<file path="src/rtl/clkdiv_ctrl.sv">
// Pixel / segment clock-enable generator with shadowed reconfiguration.
// New settings taken while running are held until the next pixel-period boundary.
//
// state | meaning
// IDLE  | enables off, counters cleared, configuration applied directly
// RUN   | generating pix_en / pix_clk / seg_en
// PEND  | new configuration held in shadow, waiting for pix_en to apply
module clkdiv_ctrl #(
  parameter int unsigned DIV_RST = 4,
  parameter int unsigned SEG_RST = 18
) (
  input  logic       clk,
  input  logic       clr_n,
  input  logic       run,
  input  logic       cfg_valid,
  input  logic [7:0] cfg_div,
  input  logic [4:0] cfg_seg,
  output logic       cfg_ready,
  output logic       cfg_err,
  output logic       pix_en,
  output logic       pix_clk,
  output logic       seg_en,
  output logic       busy
);

  typedef enum logic [1:0] {IDLE, RUN, PEND} state_t;

  state_t      state, state_n;
  logic        arm;
  logic [7:0]  div_reg, div_n, sdiv, sdiv_n;
  logic [4:0]  seg_reg, seg_n, sseg, sseg_n;
  logic [7:0]  pix_cnt, pix_cnt_n;
  logic [22:0] seg_cnt, seg_cnt_n, seg_mask;
  logic        xfer, legal, busy_n, restart;
  logic [4:0]  seg_req;

  assign cfg_ready = (state != PEND);
  assign busy      = (state != IDLE);
  assign xfer      = cfg_valid && cfg_ready;
  assign legal     = (cfg_div != 8'd0) && (cfg_seg != 5'd0);
  assign seg_req   = (cfg_seg > 5'd23) ? 5'd23 : cfg_seg;

  always_comb begin
    state_n = state;
    div_n   = div_reg;
    seg_n   = seg_reg;
    sdiv_n  = sdiv;
    sseg_n  = sseg;
    restart = 1'b0;
    case (state)
      IDLE: begin
        if (xfer && legal) begin
          div_n  = cfg_div;
          seg_n  = seg_req;
          sdiv_n = cfg_div;
          sseg_n = seg_req;
        end
        // arm keeps the first post-reset edge from starting the controller
        if (run && arm) state_n = RUN;
      end
      RUN: begin
        if (!run) begin
          state_n = IDLE;
          if (xfer && legal) begin
            div_n  = cfg_div;
            seg_n  = seg_req;
            sdiv_n = cfg_div;
            sseg_n = seg_req;
          end
        end else if (xfer && legal) begin
          sdiv_n  = cfg_div;
          sseg_n  = seg_req;
          state_n = PEND;
        end
      end
      PEND: begin
        if (!run) begin
          state_n = IDLE;
          div_n   = sdiv;
          seg_n   = sseg;
        end else if (pix_en) begin
          state_n = RUN;
          div_n   = sdiv;
          seg_n   = sseg;
          restart = 1'b1;
        end
      end
      default: state_n = IDLE;
    endcase

    busy_n = (state_n != IDLE);
    if (!busy_n || restart || state == IDLE) begin
      pix_cnt_n = 8'd0;
      seg_cnt_n = 23'd0;
    end else begin
      pix_cnt_n = (pix_cnt == div_reg - 8'd1) ? 8'd0 : pix_cnt + 8'd1;
      seg_cnt_n = seg_cnt + 23'd1;
    end
    // seg_n = 23 shifts out of range and wraps the mask to all ones
    seg_mask = (23'd1 << seg_n) - 23'd1;
  end

  always_ff @(posedge clk or negedge clr_n) begin
    if (!clr_n) begin
      state   <= IDLE;
      arm     <= 1'b0;
      div_reg <= 8'(DIV_RST);
      seg_reg <= 5'(SEG_RST);
      sdiv    <= 8'(DIV_RST);
      sseg    <= 5'(SEG_RST);
      pix_cnt <= 8'd0;
      seg_cnt <= 23'd0;
      pix_en  <= 1'b0;
      pix_clk <= 1'b0;
      seg_en  <= 1'b0;
      cfg_err <= 1'b0;
    end else begin
      state   <= state_n;
      arm     <= 1'b1;
      div_reg <= div_n;
      seg_reg <= seg_n;
      sdiv    <= sdiv_n;
      sseg    <= sseg_n;
      pix_cnt <= pix_cnt_n;
      seg_cnt <= seg_cnt_n;
      pix_en  <= busy_n && (pix_cnt_n == div_n - 8'd1);
      pix_clk <= busy_n && (pix_cnt_n < (div_n >> 1));
      seg_en  <= busy_n && ((seg_cnt_n & seg_mask) == seg_mask);
      cfg_err <= xfer && !legal;
    end
  end

endmodule

</file>
<file path="config.mk">
export PLATFORM = sky130hd
export DESIGN_NAME = clkdiv_ctrl
export DESIGN_NICKNAME = d
export VERILOG_FILES = /design/src/rtl/clkdiv_ctrl.sv
export SDC_FILE = /design/constraint.sdc
export NUM_CORES = 1
export LEC_CHECK = 0
export CORE_MARGIN = 2
export CORE_UTILIZATION = 45
export CTS_BUF_LIST = sky130_fd_sc_hd__clkbuf_4
export DETAILED_ROUTE_END_ITERATION = 16
export GPL_ROUTABILITY_DRIVEN = 0
export PLACE_DENSITY_LB_ADDON = 0.2
export SLEW_MARGIN = 20
export SYNTH_ARGS = -nofsm -noshare
export SYNTH_HDL_FRONTEND = slang
export SYNTH_SLANG_ARGS = --single-unit
</file>
<file path="constraint.sdc">
create_clock -name clk -period 6.09 [get_ports clk]
set_input_delay 1.218 -clock clk [delete_from_list [all_inputs] [get_ports clk]]
set_output_delay 1.218 -clock clk [all_outputs]
set_load 0.05 [all_outputs]
</file>
### Word-level counts from Yosys, hierarchy flattened

Index checks and enable logic that the tools add are counted.

| storage, ports and cells | value |
|---|---|
| bits in registers | 64 |
| input bits | 17 |
| word-level logic and storage cells | 69 |
| output and inout bits | 6 |

| cells by class | value |
|---|---|
| reduce and logical (&&, ||, !) cells | 19 |
| equality and inequality tests | 6 |
| $lt $le $gt $ge | 2 |
| multiplexer cells | 23 |
| shift operators | 1 |
| add/subtract/negate cells | 5 |
| bitwise logic cells | 1 |

Operator list:

| cell | number |
|---|---|
| 2-to-1 mux 8 bit | 6 |
| 2-to-1 mux 5 bit | 5 |
| case mux 8 bit (3 select lines) | 1 |
| adder 23 x 1 -> 23 bit, second input constant | 1 |
| bitwise AND 23 bit | 1 |
| equality test 23 bit | 1 |
| 2-to-1 mux 23 bit | 1 |
| << shifter 1 x 5 -> 23 bit, first input constant | 1 |
| subtractor 23 x 1 -> 23 bit, second input constant | 1 |
| equality test 8 bit | 2 |
| subtractor 8 x 1 -> 8 bit, second input constant | 2 |
| case mux 5 bit (3 select lines) | 1 |
| 2-to-1 mux 2 bit | 5 |
| adder 8 x 1 -> 8 bit, second input constant | 1 |
| logical AND 1 bit | 8 |
| less-than comparator 8 x 7 -> 1 bit | 1 |
| nonzero test 8 bit | 1 |
| case mux 2 bit (3 select lines) | 1 |
| > comparator 5 bit, second input constant | 1 |
| nonzero test 5 bit | 1 |
| nonzero test 2 bit | 2 |
| 2-to-1 mux 1 bit | 3 |
| equality test 2 x 1 -> 1 bit, second input constant | 1 |
| equality test 2 bit, second input constant | 1 |
| other kinds (6) | 8 |

### Depth between registers and ports, before layout

| depth | value |
|---|---|
| depth after elaboration | 14 |
| depth in mapped cells | 18 |
| mapped depth without buffers | 14 |

### Worst setup path after synthesis

No wires, ideal clock.

| timing | value |
|---|---|
| path kind | input-to-reg |
| start | in cfg_seg[3] |
| end | reg seg_en |
| path slack | 1760 ps |
| required time | 5965 ps |
| cell stages on the path | 16 |
| setup time | 125 ps |
| arrival | 4205 ps |
| buffers on the path | 3 |
| cells stage by stage | or4_4 a2bb2oi_2 buf_6 a32oi_2 o21a_4 inv_2 buf_6 nor3_1 inv_1 ha_1 clkbuf_1 or3_1 o32ai_1 o21ai_0 o2111ai_1 nor4_2 |

| between the ends | value |
|---|---|
| elaborated cells between the ends (all ways) | 21 |
| those cells by class | 1 x add/sub; 1 x order compare; 1 x eq/ne; 1 x shift; 8 x mux; 1 x bitwise; 8 x reduce/logical |

RTL lines:

| item | line | text |
|---|---|---|
| start, declared | 17 | `input logic [4:0] cfg_seg,` |
| branches (longest 3 deep; another with > comparator 5 bit) | - |  |
| 2-to-1 mux 5 bit * | 52, 64 |  |
| 2-to-1 mux 5 bit | 62 | `if (!run) begin` |
| case mux 5 bit (3 select lines) * | 50 | `case (state)` |
| via seg_n[2] | 31 | `logic [4:0] seg_reg, seg_n, sseg, sseg_n;` |
| << shifter 1 x 5 -> 23 bit * | 100 | `seg_mask = (23'd1 << seg_n) - 23'd1;` |
| subtractor 23 x 1 -> 23 bit * | 100 |  |
| bitwise AND 23 bit | 128 | `seg_en <= busy_n && ((seg_cnt_n & seg_mask) == seg_mask);` |
| equality test 23 bit * | 128 |  |
| logical AND 1 bit * | 128 |  |
| end signal, assigned | 128 |  |
| end, declared | 22 | `output logic seg_en,` |

Mark *: on every way through the listed nets, which the timed path passes.
A chain may end at the register's enable or synchronous reset.

### Worst setup path in the final report

| timing | value |
|---|---|
| start | in cfg_seg[3] |
| end | reg seg_en |

| between the ends | value |
|---|---|
| cells in the longest elaborated chain, start to end | 14 |
| elaborated cells between the ends (all ways) | 21 |
| those cells by class | 1 x add/sub; 1 x order compare; 1 x eq/ne; 1 x shift; 8 x mux; 1 x bitwise; 8 x reduce/logical |

RTL lines:

| item | line |
|---|---|
| branches (longest 13 deep; another with subtractor 23 x 1 -> 23 bit) | - |
| logical AND 1 bit * | 128 |

Every way passes the cells marked *.

==> flow_summary.json <==
{
  "timing.hold.ws_ps": 517,
  "synth_seq_area_share": 0.366,
  "regMostFlops": "seg_cnt",
  "nets": 515,
  "dieArea_um2": 10600,
  "synth_ff_type": "dfrtp_1",
  "worstSetupEndpointType": "register",
  "top_layer_used": "met4",
  "ys.warnings.count": 0,
  "grt_usage": 0.221,
  "fin_tns_setup_ps": 0,
  "ys_ff_latch": 64,
  "grt_pass1_vias": 3637,
  "min_path_type": "register to register",
  "clock-skew-final_ps": 11.8,
  "cts-buffers-inserted": 9,
  "cts.sinks": 64,
  "synth_fp_nets": 499,
  "yosysTopAreaCell": "dfrtp_1",
  "ys_types": 78,
  "cts_setup_buffers": 0,
  "hpwl_mm": 8.20,
  "synthTopCellsByArea": "dfrtp_1 33%, xnor2_1 4.8%, nor2_1 4.2%",
  "cts_tree": "yes",
  "cp_max_fo": 11,
  "grt_pass1_wl_mm": 18.0,
  "drtPass1Iterations": 7,
  "synthXorXnorAreaFrac": 0.0860,
  "area_delta_synth_final_pct": 9.28,
  "pin_count": 23,
  "portBuffers": 22,
  "wirelength_mm": 11.0,
  "overflow": 0,
  "clk_latency_ps": 430,
  "met1_length_mm": 5.33,
  "wl_met3_um": 608,
  "wire_per_inst_um": 17.5,
  "via_per_inst": 5.93,
  "synth_top_area_frac": 0.330,
  "drc": 0,
  "root_buffer": "clkbuf_4",
  "synthCells": 471,
  "htree_levels": 3,
  "rsz0062_at_grt": "false",
  "powerDensity_nw_per_um2": 236,
  "pre_cts_slack_ps": 869,
  "max-clock-path-buffers": 2,
  "postCtsHoldBufs": 0,
  "core.rowCount": 36,
  "required_ps": 6420,
  "synth_mux_area_frac": 0.0404,
  "drv_slew": 0,
  "floorplan.initialDensity": 0.456,
  "clock.fmax_ghz": 0.206,
  "tightest_slew_ps": 895,
  "layout-drive-gt1-share": 0.138,
  "vias": 3705,
  "clk_pin_slew_ps": 100,
  "syn_area_um2": 4390,
  "synth_top_family_by_area": "compound AO/OA/AOI/OAI gates",
  "synth_edf_count": 0,
  "synth-compound-area-share": 0.222,
  "ir_worst_vdd_v": 0.0000736,
  "min_period_ps": 4840,
  "core_area_um2": 9640,
  "slew_headroom": 0.398,
  "start_kind": "input port",
  "antenna_found_initial": 1,
  "die_w_um": 103,
  "hold_violations": 0,
  "syn_avg_cell_area_um2": 9.33,
  "drtIter0Drc": 219,
  "async_reset_ff_frac": 1.00,
  "cts_resized": 0,
  "synth_adder_area_share": 0.0336,
  "met2_length_mm": 4.80,
  "path_class": "input port to register",
  "drtAntennaViolNets": 0,
  "fp.dieH_um": 103,
  "status": "complete, no violations",
  "p_leak_nw": 1.90,
  "yosys.area_share.simple": 0.205,
  "maxCapViolCount": 0,
  "grt_max_degree": 65,
  "timing.final.crit_share": 0.795,
  "largest_reg_flops": 23,
  "fin_ws_ps": 1250,
  "finalSetupViolations": 0,
  "crit_arrival_ps": 5180
}
## cells in the final DEF, fill, tap and decap left out, drive strengths merged, types with 6 or more instances in the layout
cell	n
dfrtp	58
nor2	51
nand2	28
inv	26
xnor2	24
clkdlybuf4s50	21
a21oi	16
nand3	16
nor3	16
o21ai	15
xor2	14
mux2	14
clkbuf	13
a31oi	13
o211ai	11
ha	11
nor4	10
nand4	9
nor2b	8
a32o	8
and2	7
nand2b	7
or3	7
dfstp	6
a32oi	6
o21a	6
## cell families after synthesis
kind of cell / count (synthesis)
adder cells (fa/ha/maj): 12
XOR/XNOR: 40
AND/OR/NAND/NOR: 174
other: 1
flip-flops: 64
buffers and inverters: 45
AO/OA/AOI/OAI: 119
multiplexers: 16
## synthesized netlist by cell type (8+ instances only)
cell type and count:
nor3_1 14, nor4_1 9, mux2_2 14, nand4_1 9, inv_1 22, clkbuf_1 8, nor2b_1 8, o211ai_1 11
xor2_1 14, a31oi_1 9, a21oi_1 16, nand2_1 27, xnor2_1 24, ha_1 11, a32o_1 8, nand3_1 16
nor2_1 49, o21ai_0 12, dfrtp_1 58
## path summary, 6_finish.rpt
path,from,end,slack (ps),cells after the start
min,sdiv[4],sdiv[4],520,1
min reg2reg,sdiv[4],sdiv[4],520,1
max reg2reg,state[1],seg_en,2340,11
max in group asynchronous,clr_n,div_reg[0],4590,2
max,cfg_seg[3],seg_en,1250,14
min in group asynchronous,clr_n,seg_cnt[10],940,2
## metrics by stage
| stage | std cells | power [W] | utilization | area (um^2) |
|---|---|---|---|---|
| after CTS | 624 | 0.00114 | 0.498 | 4800 |
| after floorplan | 471 | 0.000795 | - | 4390 |
| final | 625 | 0.00113 | 0.498 | 4800 |
| after detailed placement | 609 | 0.000890 | 0.487 | 4690 |
| after global placement | 609 | 0.000885 | 0.487 | 4690 |
| after global routing | 625 | 0.00120 | 0.498 | 4800 |
## metal layers
| metal | vias to the layer above | global-route usage |
|---|---|---|
| met1 | 1787 | 0.320 |
| li1 | 1771 | - |
| met2 | 129 | 0.329 |
| met4 | 0 | 0.106 |
| met3 | 18 | 0.0244 |
| met5 | - | 0 |
## where the power goes
part	internal, W	switching [W]	leakage, nW	total, W
Sequential	0.000464	0.0000377	0.827	0.000502
Combinational	0.000158	0.000228	1.01	0.000386
Clock	0.0000985	0.000148	0.0653	0.000246
## final cells by class
type	count	area (um^2)
diodes	1	2.50
clock buffers	13	97.6
clock inverters	2	8.76
fillers	934	4840
inverters	26	100
multi-input cells	362	2590
flip-flops and latches	64	1610
well taps	133	166
repair buffers	24	230
## critical path, cell delays in order
cell             delay [ps]
clkdlybuf4s50_1         540
or4_4                   590
o2bb2ai_1               400
nor2_2                  180
o31ai_1                 600
nor3_1                  170
inv_1                    90
ha_1                    430
inv_1                   170
nand2b_1                130
nor4_1                   60
nor3_1                  180
nand3_1                 130
nor4_2                  280
No activity file was read; power rests on OpenSTA's default activity.
